### config.mk
export PLATFORM = sky130hd
export DESIGN_NAME = multi_debounce_counter
export DESIGN_NICKNAME = d
export VERILOG_FILES = /design/src/rtl/multi_debounce_pkg.sv /design/src/rtl/debounce_channel.sv /design/src/rtl/multi_debounce_counter.sv
export SDC_FILE = /design/constraint.sdc
export NUM_CORES = 1
export LEC_CHECK = 0
export BUFFER_PORTS_ARGS = -buffer_cell sky130_fd_sc_hd__clkbuf_2
export CAP_MARGIN = 20
export CELL_PAD_IN_SITES_DETAIL_PLACEMENT = 1
export CELL_PAD_IN_SITES_GLOBAL_PLACEMENT = 2
export CORE_ASPECT_RATIO = 1.1
export CORE_UTILIZATION = 40
export DETAILED_ROUTE_END_ITERATION = 10
export PLACE_DENSITY_LB_ADDON = 0.1
export SYNTH_ARGS = -nofsm -noshare
export SYNTH_HDL_FRONTEND = slang
export SYNTH_SLANG_ARGS = --single-unit
export TNS_END_PERCENT = 20
### constraint.sdc
create_clock -name clk -period 2.64 [get_ports clk]
set_clock_uncertainty 0.1 [all_clocks]
set_input_delay 0.528 -clock clk [delete_from_list [all_inputs] [get_ports clk]]
set_output_delay 0.528 -clock clk [all_outputs]
set_load 0.02 [all_outputs]
### src/rtl/multi_debounce_pkg.sv
// multi_debounce_pkg: shared display-mode encodings and default debounce time
package multi_debounce_pkg;
  typedef enum logic [1:0] {
    MODE_COUNT  = 2'd0,
    MODE_LEVEL  = 2'd1,
    MODE_TOGGLE = 2'd2,
    MODE_WALK   = 2'd3
  } mode_e;
  // 10 ms at 100 MHz
  localparam int DEF_STABLE_CYCLES = 1_000_000;
endpackage

### src/rtl/debounce_channel.sv
// debounce_channel: 2-flop synchroniser, stability counter, debounced level and rise pulse
module debounce_channel #(
  parameter int STABLE_CYCLES = 8
) (
  input  logic clk,
  input  logic rst,
  input  logic i_sw,
  output logic o_db,
  output logic o_rise
);
  localparam int CW = $clog2(STABLE_CYCLES);
  localparam logic [CW-1:0] LAST = CW'(STABLE_CYCLES - 1);
  logic r_s1, r_s2, r_db, r_db_d, r_rise;
  logic [CW-1:0] r_cnt;
  always_ff @(posedge clk)
    if (!rst) begin
      r_s1   <= 1'b0;
      r_s2   <= 1'b0;
      r_db   <= 1'b0;
      r_db_d <= 1'b0;
      r_rise <= 1'b0;
      r_cnt  <= '0;
    end else begin
      r_s1   <= i_sw;
      r_s2   <= r_s1;
      r_db_d <= r_db;
      r_rise <= r_db & ~r_db_d;
      if (r_s2 == r_db) r_cnt <= '0;
      else if (r_cnt == LAST) begin
        r_db  <= r_s2;
        r_cnt <= '0;
      end else r_cnt <= r_cnt + CW'(1);
    end
  assign o_db   = r_db;
  assign o_rise = r_rise;
endmodule

### src/rtl/multi_debounce_counter.sv
// multi_debounce_counter: per-channel switch debouncing with press counters,
// toggle bits and a registered 16-bit LED display selected by mode
module multi_debounce_counter
  import multi_debounce_pkg::*;
#(
  parameter int NUM_CH        = 4,
  parameter int STABLE_CYCLES = DEF_STABLE_CYCLES,
  parameter int CNT_W         = 16
) (
  input  logic              clk,
  input  logic              rst,
  input  logic [NUM_CH-1:0] swin,
  input  logic [1:0]        mode,
  input  logic [3:0]        sel,
  input  logic              clr,
  output logic [NUM_CH-1:0] db_out,
  output logic [NUM_CH-1:0] rise,
  output logic [15:0]       leds
);
  logic [CNT_W-1:0]  r_cnt [NUM_CH];
  logic [NUM_CH-1:0] r_tog;
  logic [15:0]       r_walk, r_leds, w_leds_nxt;
  logic [CNT_W-1:0]  w_cnt_sel;
  genvar c;
  for (c = 0; c < NUM_CH; c++) begin : g_ch
    debounce_channel #(.STABLE_CYCLES(STABLE_CYCLES)) u_ch (
      .clk   (clk),
      .rst   (rst),
      .i_sw  (swin[c]),
      .o_db  (db_out[c]),
      .o_rise(rise[c])
    );
  end
  // clr wins over a coincident rise, so that press is dropped
  always_ff @(posedge clk) begin
    for (int i = 0; i < NUM_CH; i++)
      if (!rst || clr) r_cnt[i] <= '0;
      else if (rise[i]) r_cnt[i] <= r_cnt[i] + CNT_W'(1);
    r_tog <= (!rst || clr) ? '0 : r_tog ^ rise;
  end
  always_comb begin
    w_cnt_sel = '0;
    for (int i = 0; i < NUM_CH; i++)
      if (sel == 4'(i)) w_cnt_sel = r_cnt[i];
  end
  assign w_leds_nxt = mode == MODE_COUNT  ? 16'(w_cnt_sel) :
                      mode == MODE_LEVEL  ? 16'(db_out)    :
                      mode == MODE_TOGGLE ? 16'(r_tog)     : r_walk;
  // coincident rises rotate the walk position only once
  always_ff @(posedge clk)
    if (!rst) begin
      r_walk <= 16'h0001;
      r_leds <= '0;
    end else begin
      r_walk <= |rise ? {r_walk[14:0], r_walk[15]} : r_walk;
      r_leds <= w_leds_nxt;
    end
  assign leds = r_leds;
endmodule

**Word-level counts from Yosys, hierarchy flattened**

Memory sizes are Yosys's and may differ from the RTL's.
Index checks and enable logic that the tools add are counted.
Widths: inputs -> output; s select.

- Bits in registers: 136
- Bits in writable memories: 64
- Input port bits: 13
- Output and inout port bits: 24
- Logic and storage cells: 105
- Memories kept: 1

Memories:

| name | depth | bits a word | rd ports | clocked after Yosys merged registers in | write ports | RTL line | text |
|---|---|---|---|---|---|---|---|
| r_cnt | 4 | 16 | 4 | 0 | 4 | multi_debounce_counter.sv:20 | `logic [CNT_W-1:0] r_cnt [NUM_CH];` |

- Add/subtract/negate cells: 8
- Equal/unequal tests: 13
- Muxes and demuxes: 25
- Bitwise logic cells: 18
- Reduce and logical (&&, ||, !) cells: 13

Operator list:

| kind | count |
|---|---|
| $mux 16 | 11 |
| $add 20x1->20 const B | 4 |
| $eq 20x20->1 const B | 4 |
| $add 16x1->16 const B | 4 |
| $mux 1 | 14 |
| $reduce_or 3->1 | 4 |
| $not 1->1 | 9 |
| $eq 4x2->1 const B | 2 |
| $reduce_and 2->1 | 4 |
| $and 1x1->1 | 4 |
| $eq 1x1->1 | 4 |
| $eq 4x1->1 const B | 1 |
| $logic_not 4->1 | 1 |
| $or 1x1->1 | 4 |
| $reduce_or 4->1 | 1 |
| $xor 4x4->4 | 1 |
| $eq 2x1->1 const B | 1 |
| $eq 2x2->1 const B | 1 |
| $logic_not 2->1 | 1 |
| $logic_not 1->1 | 1 |
| $logic_or 1x1->1 | 1 |

**Logic depth before layout (Yosys ltp)**

Gate-level depths: netlist (run 1).

- Word-level depth: 6
- Depth in mapped cells: 7
- Mapped depth without buffers: 5

**Cells and area by module**

From an unflattened synthesis (run 1), not the netlist that was laid out.

- Cell total of the unflattened synthesis: 977
- Area total of the unflattened synthesis: 9,527.9 um2

By module, submodules not included:

| module | instances | cells an instance | area an instance (um2) |
|---|---|---|---|
| multi_debounce_counter | 1 | 513 | 5,203.7 |
| debounce_channel | 4 | 116 | 1,081.0 |

**Worst setup path after synthesis (run 1)**

No wires, ideal clock.

- Kind: input port to flip-flop
- Start: input sel[0]
- End: register r_leds[2], in the netlist leds[2]
- Library setup time: 115 ps
- Data arrival time: 1,904 ps
- Data required time: 2,425 ps
- Path slack: 521 ps
- Stages: 6
- Buffers on the path: 2
- Cell sequence: clkbuf_1 > buf_2 > mux2i_1 > o22ai_1 > mux4_2 > and2_1

- Longest elaborated chain between the ends: 6
- Elaborated cells between the ends (all ways): 9
- Those cells by class: eq/ne (3); mux (5); reduce/logical (1)

RTL lines:

| what | RTL line | text |
|---|---|---|
| start, declared | multi_debounce_counter.sv:14 | `input logic [3:0] sel,` |
| $logic_not 4->1 | multi_debounce_counter.sv:44 | `if (sel == 4'(i)) w_cnt_sel = r_cnt[i];` |
| $mux 16 (3 in series) | multi_debounce_counter.sv:44 |  |
| $mux 16 (*) | multi_debounce_counter.sv:44 |  |
| $mux 16 (*) | multi_debounce_counter.sv:46 | `assign w_leds_nxt = mode == MODE_COUNT ? 16'(w_cnt_sel) :` |
| end signal, assigned | multi_debounce_counter.sv:56 | `r_leds <= w_leds_nxt;` |
| end, declared | multi_debounce_counter.sv:22 | `logic [15:0] r_walk, r_leds, w_leds_nxt;` |

Mark *: on every way between the ends. The rest lies on a longest branch, timed or not.
A chain may end at the register's enable or synchronous reset.

**Worst setup path after layout (run 1)**

- Start: register g_ch[3].u_ch.r_cnt[12]
- End: register g_ch[3].u_ch.r_cnt[9]

- Longest elaborated chain between the ends: 2

RTL lines:

| what | RTL line | text |
|---|---|---|
| start, declared | debounce_channel.sv:14 | `logic [CW-1:0] r_cnt;` |
| start signal, assigned | debounce_channel.sv:32 | `end else r_cnt <= r_cnt + CW'(1);` |
| $eq 20x20->1 | debounce_channel.sv:29 | `else if (r_cnt == LAST) begin` |
| $reduce_or 3->1 (no line) | -- |  |

Every way passes these cells.

==> results_dict.tcl, run 1 <==
set metrics [dict create \
    final_cell_count_no_fill 1317 \
    cp-end-kind "flop" \
    die_x_um 148 \
    place.gp.congestion 0.796 \
    antenna_found_initial 0 \
    min_period_ps 2160 \
    grt_max_degree 25 \
    cap_violations 0 \
    rsz0062_at_grt "false" \
    fin_nets 1026 \
    power.total_mw 6.01 \
    via_per_inst 5.47 \
    fillCellCount 2634 \
    cp.arrival_ps 2380 \
    yosys.area.top_type "dfxtp_1" \
    core_area_sq_mm 0.0229 \
    drtIter0Drc 278 \
    synth_area_leaders "dfxtp_1 (29%), edfxtp_1 (21%), xor2_1 (5.0%)" \
    path_clk_slew_ps 80 \
    swShare 0.231 \
    tns_ps 0 \
    syn_inst 980 \
    p_per_area_mw_per_mm2 580 \
    hold_viol 0 \
    cts_tree "built" \
    htree_levels 4 \
    ff_latch_area_sq_mm 0.00464 \
    regToRegSetupSlack_ps 480 \
    multiInputGateArea_sq_mm 0.00439 \
    synth_top_area_frac 0.292 \
    synthTopCellsByCount "dfxtp_1 (136), nor2_1 (119), nand2_1 (76), edfxtp_1 (64), a21oi_1 (60)" \
    dpl.cell_count 1286 \
    hold_buffers 0 \
    syn_to_final_growth_pct 11.2 \
    grt_pass1_wl_um 38300 \
    internal_power_mw 4.63 \
    setup-violations-final 0 \
    async_reset_ff_frac 0 \
    grtUsageTotal 0.200 \
    post-dp-hpwl_um 16500 \
    vias 7206 \
    placed_cell_area_sq_mm 0.00982 \
    drc 0 \
    start_util 0.408 \
    first_pass_iters 4 \
    die_y_um 162 \
    whs_ps 190 \
    diodes 0 \
    cts.repair.resized 0 \
    worstMarginPinSlew_ps 823 \
    drt_wl_total_um 23000 \
    grt_pass1_vias 7267 \
    synth_nets 1001 \
    layout-drive-gt1-share 0.0954 \
    yosys_warnings 0 \
    critPathKind "reg -> reg" \
    seqPwrFrac 0.547 \
    crit_buf_inv 1 \
    crit_required_ps 2860 \
    grt-ovfl-total 0 \
    status "completed" \
    root_buffer "clkbuf_16" \
    pin_count 37 \
    clock_sinks 200 \
    ctsLongestPathBuffers 2 \
    yosysSeqAreaShare 0.498 \
    cp_max_fo 14 \
    ir_worst_vdd_mv 0.437 \
    cellLeakagePower_nw 3.41 \
    path_cells "or4b_1 > or4_4 > o211ai_2 > buf_4 > nor2_1" \
    cts_buffers 17 \
    synth_most_common_cell "dfxtp_1" \
    synth_edf_count 64 \
    p_switching_mw 1.39 \
    hp-class "in -> reg" \
    slew_viol_final 0 \
    fp.dieArea_sq_mm 0.0240 \
    synth-seq-cells 200 \
    crit_path_start_kind "flop" \
    fmax_mhz 464 \
    cp_slowest_stage_delay_ps 560 \
    rows 58 \
    pwr-share-clk 0.420 \
    crit_family "simple AND/OR/NAND/NOR gates" \
    combPwrFrac 0.033 \
    cp_slowest_cell "or4_4" \
    portBuffers 36 \
    ys_types 47 \
    syn_area_sq_mm 0.00933 \
    clk_latency_ps 430 \
    finalCritPeriodShare 0.817 \
    ant_nets 0 \
    ys.flop_type "dfxtp_1" \
    syn_avg_cell_area_sq_um 9.52 \
    wl_per_cell_um 17.4 \
    relSlewSlack 0.451 \
    cts_setup_buffers 0 \
    final_area_sq_mm 0.0104 \
]
layer usage:
layer / up-vias / GRT usage / share of wire
li1: 3553 / - / -
met1: 3558 / 0.262 / 0.48
met2: 74 / 0.340 / 0.49
met3: 21 / 0.0331 / 0.020
met4: 0 / 0.0567 / 0.016
met5: - / 0 / 0
layout make-up:
cell class / count / area share
clock buffers: 18 / 0.0423
clock inverters: 13 / 0.0117
inverters: 23 / 0.00832
multi-input cells: 710 / 0.423
flip-flops and latches: 200 / 0.448
well taps: 300 / 0.0362
repair buffers: 53 / 0.0309
power groups by stage:
| stage | combinational (mW) | sequential (mW) | clock (mW) |
|---|---|---|---|
| after floorplan | 0.135 | 3.33 | 0 |
| after global placement | 0.198 | 3.36 | 0 |
| after detailed placement | 0.201 | 3.36 | 0 |
| after CTS | 0.203 | 3.29 | 2.60 |
| after global routing | 0.220 | 3.30 | 2.71 |
| final | 0.199 | 3.29 | 2.53 |
sequential cells by signal, indices dropped and copies added (netlist names):
signal	flops
g_ch.u_ch.o_db	4
g_ch.u_ch.o_rise	4
g_ch.u_ch.r_cnt	80
g_ch.u_ch.r_db_d	4
g_ch.u_ch.r_s1	4
g_ch.u_ch.r_s2	4
leds	16
r_cnt	64
r_tog	4
r_walk	16
logic make-up after synthesis:
group,Yosys count,share of synthesized area
fa+ha+maj,8,0.0107
simple gates,433,0.241
flops,200,0.498
compound gates,139,0.0854
xor+xnor,94,0.0882
mux,36,0.0440
buf+inv,70,0.0328
worst reg2reg max path, delay by kind of cell, from the launching register on:
family,cells,cell delay [ps]
buffers and inverters,1,230
and+or+nand+nor,3,1180
AOI/OAI and AO/OA,1,170
DFF,1,380
through the flow:
stage,setup WS [ps],util
after global routing,372,0.454
after global placement,499,0.429
after floorplan,521,-
final,484,0.454
after detailed placement,469,0.429
after CTS,472,0.454
final timing paths:
| kind | start | endpoint | cells after the start |
|---|---|---|---|
| max | g_ch[3].u_ch.r_cnt[12] | g_ch[3].u_ch.r_cnt[9] | 5 |
| min | swin[2] | g_ch[2].u_ch.r_s1 | 2 |
| max reg2reg | g_ch[3].u_ch.r_cnt[12] | g_ch[3].u_ch.r_cnt[9] | 5 |
| min reg2reg | g_ch[2].u_ch.r_db_d | g_ch[2].u_ch.o_rise | 1 |
cells in the final DEF (no fill, tap or decap), types with 23 or more instances in the layout:
cell      count
or3_1        37
inv_1        23
nor2_1      119
clkbuf_2     36
nand4_1      39
nand3_1      44
a21oi_1      60
edfxtp_1     64
and2_1       23
nand2_1      76
xnor2_1      41
mux2i_1      32
dfxtp_1     136
xor2_1       53
o21ai_0      34
Note: power is estimated with default switching activity, not from simulation.
==> run 2, diff against run 1 <==
--- a/config.mk
+++ b/config.mk
@@ -5,12 +5,13 @@
 export SDC_FILE = /design/constraint.sdc
 export NUM_CORES = 1
 export LEC_CHECK = 0
+export ABC_AREA = 1
 export BUFFER_PORTS_ARGS = -buffer_cell sky130_fd_sc_hd__clkbuf_2
 export CAP_MARGIN = 20
 export CELL_PAD_IN_SITES_DETAIL_PLACEMENT = 1
 export CELL_PAD_IN_SITES_GLOBAL_PLACEMENT = 2
 export CORE_ASPECT_RATIO = 1.1
-export CORE_UTILIZATION = 40
+export CORE_UTILIZATION = 33
 export DETAILED_ROUTE_END_ITERATION = 10
 export PLACE_DENSITY_LB_ADDON = 0.1
 export SYNTH_ARGS = -nofsm -noshare
==> constraint.sdc (replaced) <==
create_clock -name clk -period 1.9 [get_ports clk]
set_clock_uncertainty 0.1 [all_clocks]
set_input_delay 0.38 -clock clk [delete_from_list [all_inputs] [get_ports clk]]
set_output_delay 0.38 -clock clk [all_outputs]
set_load 0.02 [all_outputs]
==> run 2 against run 1 <==
Via count increased by 26%. Sequential power grew 39%. Sequential cell count unchanged. Power increased by 43%. Highest routed layer is now met5. Non-clock buffer count grew 30. Largest cell class is now multi-input combinational cells. Combinational power is 71% higher. Fmax is 25% higher. Register-to-register slack got worse by 300 ps. Final cell count is 44% higher. Critical endpoint is now g_ch[2].u_ch.r_cnt[12].
==> results_dict.tcl, run 2 <==
set metrics [dict create \
    power.total_mw 8.60 \
    fp.dieArea_sq_mm 0.0322 \
    fillCellCount 3861 \
    mostFrequentLayoutCells "nand2_1 (315), nor2_1 (240), inv_1 (142), dfxtp_1 (136), nand3_1 (135)" \
    p_per_area_mw_per_mm2 727 \
    reg_top3 "g_ch.u_ch.r_cnt (80), r_cnt (64)" \
    core_area_sq_mm 0.0307 \
    grt_max_degree 41 \
    layout_commonest_cell "nand2_1" \
    rsz0062_at_grt "false" \
    htree_levels 4 \
    die_x_um 171 \
    final_core_util 0.386 \
    cp-end-kind "flop" \
    crit_family "simple AND/OR/NAND/NOR gates" \
    synth-seq-cells 200 \
    yosysSeqAreaShare 0.448 \
    drc 0 \
    synth_top_area_frac 0.262 \
    relSlewSlack 0.727 \
    crit_buf_inv 0 \
    antenna_found_initial 1 \
    synthTopCellsByCount "nand2_1 (315), nor2_1 (241), inv_1 (142), dfxtp_1 (136), nand3_1 (135)" \
    portBuffers 36 \
    grt-ovfl-total 0 \
    r2r_start "g_ch[2].u_ch.r_cnt[1]" \
    pre_cts_slack_ps 91.0 \
    layout-drive-gt1-share 0.114 \
    syn_to_final_growth_pct 14.1 \
    yosys_warnings 0 \
    largest_reg_flops 80 \
    worstMarginPinSlew_ps 408 \
    place.gp.congestion 0.788 \
    ir_worst_vdd_mv 0.512 \
    cts_buffers 17 \
    start_util 0.338 \
    rows 67 \
    die_y_um 188 \
    slew_viol_final 0 \
    diodes 0 \
    synth_area_leaders "dfxtp_1 (26%), edfxtp_1 (19%), nand2_1 (11%)" \
    post-dp-hpwl_um 22600 \
    min-delay-start "swin[0]" \
    syn_inst 1409 \
    cts_setup_buffers 0 \
    grtUsageTotal 0.192 \
    cts_tree "built" \
    tns_ps 0 \
    drt_wl_total_um 29100 \
    pin_count 37 \
    ys.flop_type "dfxtp_1" \
    syn_area_sq_mm 0.0104 \
    fin_nets 1495 \
    cp_slowest_cell "dfxtp_1" \
    vias 9054 \
    synth_nets 1430 \
    dpl.cell_count 1866 \
    critPathKind "reg -> reg" \
    regMostFlops "g_ch.u_ch.r_cnt" \
    status "completed" \
    grt_pass1_vias 9250 \
    hp-class "in -> reg" \
    synth_edf_count 64 \
    crit_path_start_kind "flop" \
    root_buffer "clkbuf_16" \
    cp.arrival_ps 1940 \
    finalCritPeriodShare 0.905 \
    ant_nets 0 \
    final_cell_count_no_fill 1901 \
    path_clk_slew_ps 80 \
    timing.critical_path.mode_cell "nand3_2" \
    ctsLongestPathBuffers 2 \
    cp_slowest_stage_delay_ps 380 \
    yosys.area.top_type "dfxtp_1" \
    wl_per_cell_um 15.3 \
    fmax_mhz 582 \
    async_reset_ff_frac 0 \
    ys_types 39 \
    first_pass_iters 4 \
    min_period_ps 1720 \
    via_per_inst 4.76 \
    synth_most_common_cell "nand2_1" \
    crit_start "g_ch[2].u_ch.r_cnt[1]" \
    cap_violations 0 \
    grt_pass1_wl_um 48400 \
    clock_sinks 200 \
    setup-violations-final 0 \
    cellLeakagePower_nw 4.21 \
    clk_latency_ps 440 \
    drtIter0Drc 353 \
    cp_max_fo 19 \
    crit_required_ps 2120 \
    setup_ws_ps 181 \
    hold_viol 0 \
    syn_avg_cell_area_sq_um 7.37 \
    path_cells "ha_1 > nand3_2 > nor3_2 > nand3_2 > nand2_4 > a21oi_1" \
]
## run 2: through the flow
step / hold slack (ps) / cell area, sq um
CTS: 23.0 / 11800
global placement: 273 / 11200
floorplan: 268 / 10400
finish: 49.0 / 11800
global route: 43.5 / 11800
detailed placement: 279 / 11200
## run 2: worst register-to-register path: stages, from the launching register on
cell and delay, ps:
dfxtp_1 380, ha_1 190, nand3_2 120, nor3_2 240
nand3_2 200, nand2_4 290, a21oi_1 80
## run 2: kinds of logic (layout without fill, tap and decap cells)
| group | count (synthesis) | count (layout) | synth area share |
|---|---|---|---|
| compound gates | 181 | 181 | 0.0897 |
| flops | 200 | 200 | 0.448 |
| fa+ha+maj | 8 | 8 | 0.00965 |
| simple gates | 791 | 791 | 0.337 |
| xor+xnor | 42 | 42 | 0.0354 |
| buf+inv | 187 | 265 | 0.0804 |
## run 2: repair_timing
action	CTS	global route
endpoints found under the setup margin	0	5
hold buffers	3	0
resized for setup	0	3
hold endpoints to repair	3	0
## run 2: final cells by class
cell class,instances,area [sq um],area share
clock buffers,18,439,0.0371
repair buffers,83,603,0.0509
flip-flops and latches,200,4640,0.392
inverters,150,571,0.0482
multi-input cells,1022,4910,0.415
well taps,414,518,0.0438
clock inverters,14,153,0.0129
## run 2: report_power, final
group / switching [mW] / total (mW) / leakage [nW] / internal, mW
clock network: 1.88 / 3.69 / 0.292 / 1.81
logic: 0.229 / 0.341 / 2.11 / 0.112
registers: 0.0943 / 4.57 / 1.81 / 4.47
total: 2.21 / 8.60 / 4.21 / 6.39
## run 2: metal layers
| metal | track usage | share of wire | up-vias |
|---|---|---|---|
| met3 | 0.0291 | 0.027 | 18 |
| li1 | - | - | 4691 |
| met4 | 0.0467 | 0.010 | 2 |
| met1 | 0.268 | 0.51 | 4272 |
| met5 | 0 | 0.00045 | - |
| met2 | 0.308 | 0.45 | 71 |
## run 2: final timing paths
path / to / slack, ps / cells after the start
max reg2reg: g_ch[2].u_ch.r_cnt[12] / 180 / 6
min: g_ch[0].u_ch.r_s1 / 50 / 3
max: g_ch[2].u_ch.r_cnt[12] / 180 / 6
min reg2reg: g_ch[3].u_ch.o_rise / 290 / 1
==> run 3, diff against run 2 <==
--- a/config.mk
+++ b/config.mk
@@ -16,5 +16,6 @@
 export PLACE_DENSITY_LB_ADDON = 0.1
 export SYNTH_ARGS = -nofsm -noshare
 export SYNTH_HDL_FRONTEND = slang
+export SYNTH_HIERARCHICAL = 1
 export SYNTH_SLANG_ARGS = --single-unit
 export TNS_END_PERCENT = 20
==> run 3 against run 2 <==
Die area grew 0.12%. Routed wire length shrank 3.0%. Clock power is essentially flat. Final cell count shrank 2.6%. Synthesized cell count shrank 3.1%. Register-to-register slack lost 30 ps. Fmax shrank 1.9%. Sequential cell count is the same. Sequential power is essentially flat. Core utilization shrank 0.25 points. Power shrank 0.15%. Critical path type unchanged.
==> results_dict.tcl, run 3 <==
set metrics [dict create \
    cts_tree "built" \
    grt_pass1_wl_um 47300 \
    antenna_found_initial 1 \
    whs_path_depth 3 \
    syn_area_sq_mm 0.0104 \
    hold_viol 0 \
    ir_worst_vdd_mv 0.514 \
    portBuffers 36 \
    place.gp.congestion 0.800 \
    setup-violations-final 0 \
    via_per_inst 4.78 \
    rr_worst_depth 7 \
    grt_pass1_vias 9171 \
    die_x_um 171 \
    finalCritPeriodShare 0.922 \
    first_pass_iters 4 \
    synth_area_leaders "dfxtp_1 (26%), edfxtp_1 (18%), nand2_1 (9.6%)" \
    min_period_ps 1750 \
    cp.arrival_ps 1860 \
    setup_ws_ps 148 \
    final_area_sq_mm 0.0118 \
    drc 0 \
    diodes 0 \
    path_clk_slew_ps 80 \
    placed_cell_area_sq_mm 0.0112 \
    start_util 0.339 \
    critPathKind "reg -> reg" \
    relSlewSlack 0.638 \
    drt_wl_total_um 28200 \
    yosys_warnings 6 \
    rsz0062_at_grt "false" \
    cp_max_fo 5 \
    vias 8846 \
    slew_viol_final 0 \
    worstMarginPinSlew_ps 539 \
    pre_cts_slack_ps 140 \
    ys_types 39 \
    die_y_um 188 \
    root_buffer "clkbuf_16" \
    syn_avg_cell_area_sq_um 7.61 \
    yosysSeqAreaShare 0.447 \
    grt_max_degree 33 \
    wl_met1_um 13300 \
    synth_nets 1387 \
    clock_sinks 200 \
    cts_buffers 17 \
    tns_ps 0 \
    p_per_area_mw_per_mm2 730 \
    reg_top3 "g_ch.u_ch/r_cnt (80), r_cnt (64)" \
    grtUsageTotal 0.187 \
    status "completed" \
    syn_to_final_growth_pct 13.2 \
    regMostFlops "g_ch.u_ch/r_cnt" \
    fmax_mhz 571 \
    yosys.area.top_type "dfxtp_1" \
    grt-ovfl-total 0 \
    layout-drive-gt1-share 0.130 \
    layout_commonest_cell "nand2_1" \
    crit_path_start_kind "flop" \
    cp-end-kind "flop" \
    ctsLongestPathBuffers 2 \
    ys.flop_type "dfxtp_1" \
    synth-seq-cells 200 \
    pin_count 37 \
    synth_most_common_cell "nand2_1" \
    synth_top_area_frac 0.262 \
    post-dp-hpwl_um 21800 \
    largest_reg_flops 80 \
    synth_edf_count 64 \
    top_layer "met4" \
    synthTopCellsByCount "nand2_1 (265), nor2_1 (229), nand3_1 (145), dfxtp_1 (136), inv_1 (133)" \
    fin_nets 1446 \
    htree_levels 4 \
    drtIter0Drc 429 \
    cellLeakagePower_nw 4.22 \
    core_area_sq_mm 0.0307 \
    rows 67 \
    cap_violations 0 \
    wl_met3_um 637 \
    hp-class "in -> reg" \
    mostFrequentLayoutCells "nand2_1 (265), nor2_1 (228), nand3_1 (145), dfxtp_1 (136), inv_1 (133)" \
    ant_nets 0 \
    async_reset_ff_frac 0 \
    wl_per_cell_um 15.2 \
    clk_latency_ps 450 \
    syn_inst 1366 \
    wl_met2_um 13800 \
    fp.dieArea_sq_mm 0.0322 \
    crit_required_ps 2010 \
]
[run 3: cell types whose count changed after synthesis, sizes merged, moves of 4 or more]
cell / previous run / this run
buf: 29 / 16
nand4: 20 / 35
nand3: 141 / 157
inv: 150 / 143
a21oi: 106 / 90
clkinv: 0 / 4
o21bai: 0 / 4
o21ai: 65 / 58
nand2: 320 / 274
or2: 10 / 14
xnor2: 19 / 23
nor2: 266 / 275
[run 3: through the flow]
| step | hold slack [ps] | cells | power (mW) | utilization |
|---|---|---|---|---|
| 2_1_floorplan | 268 | 1366 | 4.84 | - |
| 3_3_place_gp | 272 | 1818 | 5.00 | 0.364 |
| 6_report | 50.5 | 1852 | 8.59 | 0.383 |
| 5_1_grt | 45.6 | 1852 | 8.92 | 0.383 |
| 4_1_cts | 27.2 | 1852 | 8.74 | 0.383 |
| 3_5_place_dp | 276 | 1818 | 5.01 | 0.364 |
[run 3: what timing repair did]
item,CTS,global route
hold buffers,2,0
gates resized for setup,0,1
setup endpoints to repair,0,1
setup buffers,0,0
endpoints found under the hold margin,2,0
[run 3: power by group]
part           switching [mW]  internal [mW]
clock                    1.80           1.88
combinational           0.236          0.104
sequential             0.0887           4.47
[run 3: critical path, cell delays in order, from the launching register on]
cell,delay [ps]
edfxtp_1,430
inv_1,80
nor2_1,180
nand2_1,180
nor2_1,240
nand3_1,140
nand2_1,120
nor2_1,50
[run 3: final cells by class]
type | count | area (sq um)
Sequential cell | 200 | 4640
Multi-Input combinational cell | 996 | 5040
Clock buffer | 18 | 439
Fill cell | 3846 | 18900
Timing Repair Buffer | 63 | 425
Tap cell | 414 | 518
Clock inverter | 14 | 138
Inverter | 147 | 559
[run 3: cells by family (layout without fill, tap and decap cells)]
logic type	Yosys count	after routing	share of synthesized area
and+or+nand+nor	786	786	0.358
DFF	200	200	0.447
buffers and inverters	170	242	0.0684
AOI/OAI and AO/OA	158	158	0.0802
xor gates and xnor gates	44	44	0.0371
adders and majority gates	8	8	0.00963
[run 3: path summary, 6_finish.rpt]
check	slack [ps]	from	endpoint
hold / removal	50	swin[1]	g_ch[1].u_ch/r_s1
setup / recovery	150	r_cnt[2][0]	r_cnt[2][11]
hold reg to reg	280	g_ch[3].u_ch/r_db_d	g_ch[3].u_ch/o_rise
setup reg to reg	150	r_cnt[2][0]	r_cnt[2][11]
[run 3: per-layer routing]
layer | GRT usage | vias to the layer above
li1 | - | 4580
met1 | 0.237 | 4160
met2 | 0.322 | 79
met3 | 0.0319 | 27
met4 | 0.0515 | 0
met5 | 0 | -
